<file path="config.mk">
export PLATFORM = sky130hd
export DESIGN_NAME = rv_fetch
export DESIGN_NICKNAME = d
export VERILOG_FILES = /design/src/rtl/rv_pkg.sv /design/src/rtl/rv_fetch_fifo.sv /design/src/rtl/rv_fetch.sv
export SDC_FILE = /design/constraint.sdc
export NUM_CORES = 1
export LEC_CHECK = 0
export CORE_MARGIN = 10
export CORE_UTILIZATION = 35
export CTS_BUF_LIST = sky130_fd_sc_hd__clkbuf_4 sky130_fd_sc_hd__clkbuf_8
export DETAILED_ROUTE_END_ITERATION = 7
export DONT_BUFFER_PORTS = 1
export PLACE_DENSITY = 0.48
export REMOVE_ABC_BUFFERS = 1
export SKIP_CTS_REPAIR_TIMING = 1
export SYNTH_ARGS = -nofsm -noshare
export SYNTH_HDL_FRONTEND = slang
export SYNTH_HIERARCHICAL = 1
export SYNTH_SLANG_ARGS = --single-unit
</file>
<file path="constraint.sdc">
create_clock -name clk_i -period 4.3 [get_ports clk_i]
set_clock_uncertainty 0.1 [all_clocks]
set_input_delay 0.43 -clock clk_i [delete_from_list [all_inputs] [get_ports clk_i]]
set_output_delay 0.43 -clock clk_i [all_outputs]
set_load 0.05 [all_outputs]
</file>
<file path="src/rtl/rv_pkg.sv">
// Shared types and constants for the rv core front end.
// Fetch buffer entries pair an instruction word with the PC it was fetched from.
package rv_pkg;

  typedef struct packed {
    logic [31:0] pc;
    logic [31:0] instr;
  } fetch_entry_t;

  localparam logic [31:0] INSTR_ALIGN_MASK = 32'hFFFF_FFFC;

  typedef enum logic {
    FETCH_IDLE,
    FETCH_REQ
  } fetch_state_t;

  function automatic logic [31:0] align_pc(input logic [31:0] addr);
    return addr & INSTR_ALIGN_MASK;
  endfunction

endpackage

</file>
<file path="src/rtl/rv_fetch_fifo.sv">
// Synchronous instruction buffer holding fetch entries in arrival order.
// Head is read from the storage array; a pushed entry is visible the cycle after.
module rv_fetch_fifo
  import rv_pkg::*;
#(
  parameter int DEPTH = 4,
  parameter int CW    = $clog2(DEPTH + 1)
) (
  input  logic          clk,
  input  logic          srst,
  input  logic          push,
  input  fetch_entry_t  wdata,
  input  logic          pop,
  input  logic          flush,
  output fetch_entry_t  rdata,
  output logic          full,
  output logic          empty,
  output logic [CW-1:0] count
);

  localparam int AW = (DEPTH > 1) ? $clog2(DEPTH) : 1;

  fetch_entry_t    mem [DEPTH];
  logic [AW-1:0]   wr_ptr_reg;
  logic [AW-1:0]   rd_ptr_reg;
  logic [CW-1:0]   count_reg;
  logic            do_push;
  logic            do_pop;

  function automatic logic [AW-1:0] ptr_inc(input logic [AW-1:0] p);
    if (p == AW'(DEPTH - 1)) begin
      return '0;
    end
    return p + 1'b1;
  endfunction

  assign full    = (count_reg == CW'(DEPTH));
  assign empty   = (count_reg == '0);
  assign count   = count_reg;
  assign do_push = push && !full;
  assign do_pop  = pop && !empty;
  assign rdata   = mem[rd_ptr_reg];

  always_ff @(posedge clk) begin
    if (do_push && !flush && !srst) begin
      mem[wr_ptr_reg] <= wdata;
    end
  end

  // flush outranks push: an entry arriving in the flush cycle is dropped
  always_ff @(posedge clk) begin
    if (srst || flush) begin
      wr_ptr_reg <= '0;
      rd_ptr_reg <= '0;
      count_reg  <= '0;
    end else begin
      if (do_push) begin
        wr_ptr_reg <= ptr_inc(wr_ptr_reg);
      end
      if (do_pop) begin
        rd_ptr_reg <= ptr_inc(rd_ptr_reg);
      end
      case ({do_push, do_pop})
        2'b10:   count_reg <= count_reg + 1'b1;
        2'b01:   count_reg <= count_reg - 1'b1;
        default: count_reg <= count_reg;
      endcase
    end
  end

endmodule

</file>
<file path="src/rtl/rv_fetch.sv">
// Instruction fetch unit: PC, request FSM on a req/gnt/rvalid port, response
// buffering and redirect flush. Feeds rv_decoder through a valid/ready handshake.
module rv_fetch
  import rv_pkg::*;
#(
  parameter logic [31:0] BOOT_ADDR  = 32'h0000_0000,
  parameter int          FIFO_DEPTH = 4
) (
  input  logic        clk_i,
  input  logic        rst_i,
  output logic        instr_req_o,
  output logic [31:0] instr_addr_o,
  input  logic        instr_gnt_i,
  input  logic        instr_rvalid_i,
  input  logic [31:0] instr_rdata_i,
  input  logic        redirect_i,
  input  logic [31:0] redirect_pc_i,
  output logic        instr_valid_o,
  input  logic        instr_ready_i,
  output logic [31:0] instr_o,
  output logic [31:0] instr_pc_o
);

  localparam int CW = $clog2(FIFO_DEPTH + 1);

  fetch_state_t  state_reg;
  logic          stale_reg;
  logic [31:0]   pc_reg;
  logic [31:0]   addr_reg;
  logic [31:0]   resp_pc_reg;
  logic [CW-1:0] outstanding_reg;
  logic [CW-1:0] discard_reg;

  logic [31:0]   pc_next;
  logic [31:0]   resp_pc_next;
  logic [CW-1:0] outstanding_next;
  logic [CW-1:0] discard_next;

  logic          credit_ok;
  logic          can_issue;
  logic          gnt_fire;
  logic          stale_fire;
  logic          rvalid_eff;
  logic          discard_dec;

  logic          fifo_push;
  logic          fifo_pop;
  logic          fifo_full;
  logic          fifo_empty;
  logic [CW-1:0] fifo_count;
  fetch_entry_t  fifo_wdata;
  fetch_entry_t  fifo_rdata;

  // Outstanding requests plus buffered entries never exceed the buffer size,
  // so every response always has a slot waiting for it.
  assign credit_ok = ({1'b0, outstanding_reg} + {1'b0, fifo_count}) < (CW + 1)'(FIFO_DEPTH);
  assign can_issue = (state_reg == FETCH_IDLE) && credit_ok && !redirect_i;

  assign instr_req_o  = !rst_i && ((state_reg == FETCH_REQ) || can_issue);
  assign instr_addr_o = (state_reg == FETCH_REQ) ? addr_reg : pc_reg;

  assign gnt_fire    = instr_req_o && instr_gnt_i;
  assign stale_fire  = gnt_fire && stale_reg;
  assign rvalid_eff  = instr_rvalid_i && (outstanding_reg != '0);
  assign discard_dec = rvalid_eff && (discard_reg != '0);

  assign fifo_push  = rvalid_eff && !discard_dec && !redirect_i;
  assign fifo_pop   = instr_valid_o && instr_ready_i;
  assign fifo_wdata = '{pc: resp_pc_reg, instr: instr_rdata_i};

  assign outstanding_next = outstanding_reg + CW'(gnt_fire) - CW'(rvalid_eff);

  // A redirect drops everything already granted; a stale request still
  // waiting for its grant joins the discard count once it is accepted.
  assign discard_next = redirect_i ? outstanding_next
                                   : discard_reg - CW'(discard_dec) + CW'(stale_fire);

  assign pc_next = redirect_i             ? align_pc(redirect_pc_i) :
                   (gnt_fire && !stale_reg) ? pc_reg + 32'd4        :
                                              pc_reg;

  // Surviving responses are sequential from the last redirect target.
  assign resp_pc_next = redirect_i ? align_pc(redirect_pc_i) :
                        fifo_push  ? resp_pc_reg + 32'd4     :
                                     resp_pc_reg;

  always_ff @(posedge clk_i) begin
    if (rst_i) begin
      state_reg       <= FETCH_IDLE;
      stale_reg       <= 1'b0;
      pc_reg          <= BOOT_ADDR;
      addr_reg        <= BOOT_ADDR;
      resp_pc_reg     <= BOOT_ADDR;
      outstanding_reg <= '0;
      discard_reg     <= '0;
    end else begin
      pc_reg          <= pc_next;
      resp_pc_reg     <= resp_pc_next;
      outstanding_reg <= outstanding_next;
      discard_reg     <= discard_next;
      if (gnt_fire) begin
        state_reg <= FETCH_IDLE;
        stale_reg <= 1'b0;
      end else if (instr_req_o) begin
        state_reg <= FETCH_REQ;
        addr_reg  <= instr_addr_o;
        if (redirect_i) begin
          stale_reg <= 1'b1;
        end
      end
    end
  end

  rv_fetch_fifo #(
    .DEPTH (FIFO_DEPTH),
    .CW    (CW)
  ) u_fifo (
    .clk   (clk_i),
    .srst  (rst_i),
    .push  (fifo_push),
    .wdata (fifo_wdata),
    .pop   (fifo_pop),
    .flush (redirect_i),
    .rdata (fifo_rdata),
    .full  (fifo_full),
    .empty (fifo_empty),
    .count (fifo_count)
  );

  assign instr_valid_o = !fifo_empty;
  assign instr_o       = fifo_empty ? 32'h0 : fifo_rdata.instr;
  assign instr_pc_o    = fifo_empty ? 32'h0 : fifo_rdata.pc;

  assert property (@(posedge clk_i) disable iff (rst_i) !(fifo_push && fifo_full));

endmodule

</file>
=== Word level (Yosys, flattened, before mapping) ===
Memories as Yosys holds them, arrays and structs flattened. A register that Yosys moved wholly into a read port is not among the register bits.
Cells that the tools add are included.

* Add/sub/neg operators: 11
* $mul: 0
* Div/mod/pow operators: 0
* Magnitude comparators: 1
* Eq/ne operators: 5
* Shift-type cells: 0
* Mux-type cells: 23
* Bitwise logic cells: 2
* Reductions and logical operators: 33

{| class="wikitable"
|+ Operator list
! cell !! count
|-
| 2-to-1 mux 32 bit || 7
|-
| adder 32 x 3 -> 32 bit (second input constant) || 2
|-
| logical AND 1 bit || 15
|-
| 2-to-1 mux 2 bit || 6
|-
| 2-to-1 mux 1 bit || 8
|-
| adder 3 x 1 -> 3 bit || 2
|-
| equality test 2 bit (second input constant) || 3
|-
| logical NOT 1 bit || 6
|-
| case mux 3 bit (2 select lines) || 1
|-
| nonzero test 2 bit || 3
|-
| nonzero test 3 bit || 2
|-
| subtractor 3 x 1 -> 3 bit || 2
|-
| adder 2 x 1 -> 2 bit (second input constant) || 2
|-
| adder 3 x 3 -> 4 bit || 1
|-
| < comparator 4 x 3 -> 1 bit (second input constant) || 1
|-
| AND reduction 2 bit || 2
|-
| OR reduction 2 bit || 2
|-
| adder 3 x 1 -> 3 bit (second input constant) || 1
|-
| equality test 3 bit (second input constant) || 1
|-
| logical NOT 3 bit || 1
|-
| 2-to-1 mux 3 bit || 1
|-
| subtractor 3 x 1 -> 3 bit (second input constant) || 1
|-
| equality test 2 x 1 -> 1 bit (second input constant) || 1
|-
| logical OR 1 bit || 2
|-
| inverter 1 bit || 2
|}

* Flip-flop bits (word level): 111
* Latch bits: 0
* RAM bits: 256
* Bits in read-only memories: 0
* Input port bits: 70
* Output and inout bits: 98
* Logic and storage cells: 88
* Memories: 1

{| class="wikitable"
|+ Memories
! memory !! depth !! bits a word !! rd ports !! clocked after memory_dff !! wr ports !! line !! source
|-
| u_fifo.mem || 4 || 64 || 1 || 1 || 1 || rv_fetch_fifo.sv:23 || <nowiki>fetch_entry_t mem [DEPTH];</nowiki>
|}

=== Longest topological paths before layout ===
* Word-level depth: 11
* Mapped depth: 14
* Mapped depth without buffers: 13

=== Modules after synthesis ===
The synthesis kept the hierarchy.

{| class="wikitable"
|+ Modules (own cells, without submodules)
! module !! times used !! cells an instance !! area an instance (sq um) !! seq. area each (sq um)
|-
| rv_fetch_fifo || 1 || 390 || 9710.6 || 7867.5
|-
| rv_fetch || 1 || 735 || 6252.2 || 2001.9
|}

=== Worst setup path after synthesis ===
OpenSTA, ideal clock, no wires.

* Kind: input to register
* From: input port redirect_i
* To: memory u_fifo/mem[1][0] in the netlist's numbering, enable pin
* Library setup time: 0.429 ns
* Data arrival time: 2.991 ns
* Data required time: 3.771 ns
* Setup slack: 0.780 ns
* Cell stages on the path: 7
* Buffers on the path: 4
* Path through: buf_2 -> buf_1 -> buf_1 -> nor2_1 -> and2_4 -> buf_6 -> and3_1

* Cells in the longest elaborated chain, start to end: 7

{| class="wikitable"
|+ RTL lines
! item !! line !! source
|-
| start: declaration || rv_fetch.sv:16 || <nowiki>input logic redirect_i,</nowiki>
|-
| logical NOT 1 bit || rv_fetch.sv:67 || <nowiki>assign fifo_push = rvalid_eff && !discard_dec && !redirect_i;</nowiki>
|-
| logical AND 1 bit || rv_fetch.sv:67 ||
|-
| via fifo_push || rv_fetch.sv:46 || <nowiki>logic fifo_push;</nowiki>
|-
| logical AND 1 bit || rv_fetch_fifo.sv:40 || <nowiki>assign do_push = push && !full;</nowiki>
|-
| logical AND 1 bit (2 in a row) || rv_fetch_fifo.sv:45 || <nowiki>if (do_push && !flush && !srst) begin</nowiki>
|-
| 2-to-1 mux 1 bit || rv_fetch_fifo.sv:45 ||
|-
| 2-to-1 mux 1 bit (not written as such) || rv_fetch_fifo.sv:46 || <nowiki>mem[wr_ptr_reg] <= wdata;</nowiki>
|-
| end: declaration || rv_fetch_fifo.sv:23 ||
|}

The timed path passes the listed nets, and every way through them passes these cells.

=== Worst setup path in the final report ===
* From: register u_fifo.count_reg[2] (netlist: u_fifo/count[2])
* To: register discard_reg[2]

* Cells in the longest elaborated chain, start to end: 10
* Elaborated cells between the ends (all ways): 12
* Those cells by class: 4 x add/sub; 1 x order compare; 1 x mux; 6 x reduce/logical

{| class="wikitable"
|+ RTL lines
! item !! line !! source
|-
| start: declaration || rv_fetch_fifo.sv:26 || <nowiki>logic [CW-1:0] count_reg;</nowiki>
|-
| start signal: assignment || rv_fetch_fifo.sv:64 || <nowiki>2'b10: count_reg <= count_reg + 1'b1;</nowiki>
|-
| start signal: assignment || rv_fetch_fifo.sv:65 || <nowiki>2'b01: count_reg <= count_reg - 1'b1;</nowiki>
|-
| start signal: assignment || rv_fetch_fifo.sv:66 || <nowiki>default: count_reg <= count_reg;</nowiki>
|-
| adder 3 x 3 -> 4 bit * || rv_fetch.sv:56 || <nowiki>assign credit_ok = ({1'b0, outstanding_reg} + {1'b0, fifo_count}) < (CW + 1)'(FIFO_DEPTH);</nowiki>
|-
| < comparator 4 x 3 -> 1 bit * || rv_fetch.sv:56 ||
|-
| logical AND 1 bit * (2 in a row) || rv_fetch.sv:57 || <nowiki>assign can_issue = (state_reg == FETCH_IDLE) && credit_ok && !redirect_i;</nowiki>
|-
| logical OR 1 bit * || rv_fetch.sv:59 || <nowiki>assign instr_req_o = !rst_i && ((state_reg == FETCH_REQ) || can_issue);</nowiki>
|-
| logical AND 1 bit * || rv_fetch.sv:59 ||
|-
| logical AND 1 bit * || rv_fetch.sv:62 || <nowiki>assign gnt_fire = instr_req_o && instr_gnt_i;</nowiki>
|-
| adder 3 x 1 -> 3 bit / logical AND 1 bit (equally long branches) || rv_fetch.sv:71, rv_fetch.sv:63 ||
|-
| subtractor 3 x 1 -> 3 bit / adder 3 x 1 -> 3 bit (equally long branches) || rv_fetch.sv:71, rv_fetch.sv:76 ||
|-
| 2-to-1 mux 3 bit * || rv_fetch.sv:75 || <nowiki>assign discard_next = redirect_i ? outstanding_next</nowiki>
|-
| end signal: assignment || rv_fetch.sv:100 || <nowiki>discard_reg <= discard_next;</nowiki>
|-
| end: declaration || rv_fetch.sv:32 || <nowiki>logic [CW-1:0] discard_reg;</nowiki>
|}

Every way passes the cells marked *; elsewhere a longest branch is shown, timed or not.
A chain may end at the register's enable or synchronous reset.

==> results.py <==
metrics = {
    "outcome": {
        "run_status": "finished, final reports clean",
    },
    "critical_path": {
        "crit_top_cell": "ha_1",
        "r2r_cells": 15,
        "start_kind": "register",
        "crit_cells": 15,
        "crit_arrival_ps": 3890,
        "crit_start": "u_fifo/count[2]",
        "worstSetupPathType": "reg -> reg",
        "cp_slowest_cell": "dfxtp_1",
        "r2r_start": "u_fifo/count[2]",
        "cp_max_fo": 14,
        "end_kind": "register",
        "crit_buf_inv": 4,
        "crit_chain": "ha_1, nor4_2, o211ai_1, buf_4, inv_1, buf_4, nand3_1, ha_1, inv_1, ha_1, fa_1, xor2_1, xnor2_1, nor2_1, a211oi_1",
        "critPathMaxStageDelay_ps": 440,
        "critical-path-top-delay-family": "adder cells",
        "worst_ep_required_time_ps": 4730,
    },
    "sta": {
        "tightest_slew_ps": 1060,
        "fin_hold_ws_ps": 9.08,
        "hold_viol": 0,
        "setup_violations": 0,
        "post-route-period-util": 0.804,
        "finalSetupTns_ps": 0,
        "fin_crit_ps": 3460,
        "drv_slew": 0,
        "slew_headroom": 0.290,
        "rsz0062_at_grt": "false",
        "max_clock_freq_ghz": 0.289,
    },
    "min_path": {
        "min-delay-start": "redirect_i",
        "worstHoldPathType": "in -> reg",
        "worstHoldPathCells": 2,
    },
    "clock_tree": {
        "root_buffer": "clkbuf_8",
        "clkLatencyLatePin_ps": 610,
        "cts_tree": "yes",
        "clockBufferDepth": 3,
        "htreeDepth": 3,
        "clock-sinks": 365,
        "cts-buffers-inserted": 68,
        "clk_pin_slew_ps": 60,
    },
    "floorplan": {
        "pin_count": 168,
        "core_sq_um": 45200,
        "design.die.area_sq_um": 54500,
        "initial_utilization": 0.353,
        "die-width_um": 234,
        "die_height_um": 234,
        "num_rows": 78,
    },
    "layout": {
        "areaGrowthSynthToFinish_pct": 16.9,
        "finish.utilization": 0.413,
        "post_route_cells_drive_above_1_share": 0.205,
        "largest_reg_flops": 256,
        "finalNetCount": 1299,
    },
    "route": {
        "wl_met2_um": 19600,
        "wl_um": 40700,
        "drtPass1Iterations": 4,
        "viasPerCell": 5.26,
        "top_layer": "met4",
        "drt-wirelength-per-cell_um": 21.8,
        "via_count": 9816,
        "wl_met1_um": 17800,
        "drc": 0,
        "drtAntennaViolNets": 0,
        "drt_iter0_drc": 510,
        "route.met3.wl_um": 2370,
    },
    "grt": {
        "overflow": 0,
        "grt_pass1_vias": 9916,
        "grt_max_degree": 104,
        "grt_first_pass_wirelength_um": 60700,
        "grt_usage": 0.146,
        "antenna_found_initial": 2,
    },
    "job": {
        "maxCapViolations": 0,
    },
    "logic_synthesis": {
        "syn-mean-instance-area_sq_um": 14.2,
        "syn_inst": 1124,
        "yosysWarnings": 6,
        "synth_area_sq_um": 16000,
    },
    "power_and_ir_drop": {
        "powerDensity_nw_per_um2": 435,
        "max-vdd-ir-drop_uv": 210,
        "leakagePower_nw": 6.39,
    },
    "placed_design": {
        "dpl.hpwl_um": 25600,
        "port-buffer-count": 0,
        "gp_congestion": 0.779,
    },
}
[stage by stage]
step           total power (W)  std cells  worst slack, ps  area (sq um)
5_1_grt                0.00852       1865              625         18700
4_1_cts                0.00821       1809              737         18100
3_3_place_gp           0.00482       1688              871         16800
3_5_place_dp           0.00483       1688              844         16800
6_report               0.00812       1865              843         18700
2_1_floorplan          0.00461       1052            -1100         15700
[path summary, 6_finish.rpt]
check                   end  slack [ps]
max          discard_reg[2]         840
min              pc_reg[31]           9
max reg2reg  discard_reg[2]         840
min reg2reg     addr_reg[0]         370
[where the power goes]
part           switching (W)  internal (W)  total (W)
logic               0.000538      0.000299   0.000837
registers           0.000116       0.00387    0.00398
clock network        0.00149       0.00181    0.00330
total                0.00214       0.00597    0.00812
[placed cells by master (no fill, tap or decap), types with 9 or more instances in the layout]
cell,instances
buf_4,32
clkinv_1,13
inv_1,26
nor2_1,30
mux2_2,26
o21ai_0,9
clkbuf_4,20
a21o_1,30
nand2_1,35
ha_1,14
edfxtp_1,256
mux4_2,64
nor3_1,14
o21a_1,34
nand3_1,24
dlygate4sd3_1,53
o31a_1,50
nor2b_1,69
and4_1,17
and3_1,39
nor4_1,39
clkbuf_8,76
a211oi_1,20
nand4_1,20
dfxtp_1,106
o311ai_0,9
[cell type report]
cell class              instances  area (sq um)
diodes                          2          5.00
clock buffers                  96          1200
clock inverters                25           139
fillers                      4237         26500
inverters                      28           105
multi-input cells             659          5700
flip-flops and latches        365          9880
well taps                     600           751
repair buffers                 90           878
[metal layers]
metal	up-vias	GRT usage
met5	-	0
met4	0	0.0498
met3	61	0.0516
met2	212	0.235
met1	4919	0.178
li1	4624	-
No activity file was read; power rests on OpenSTA's default activity.
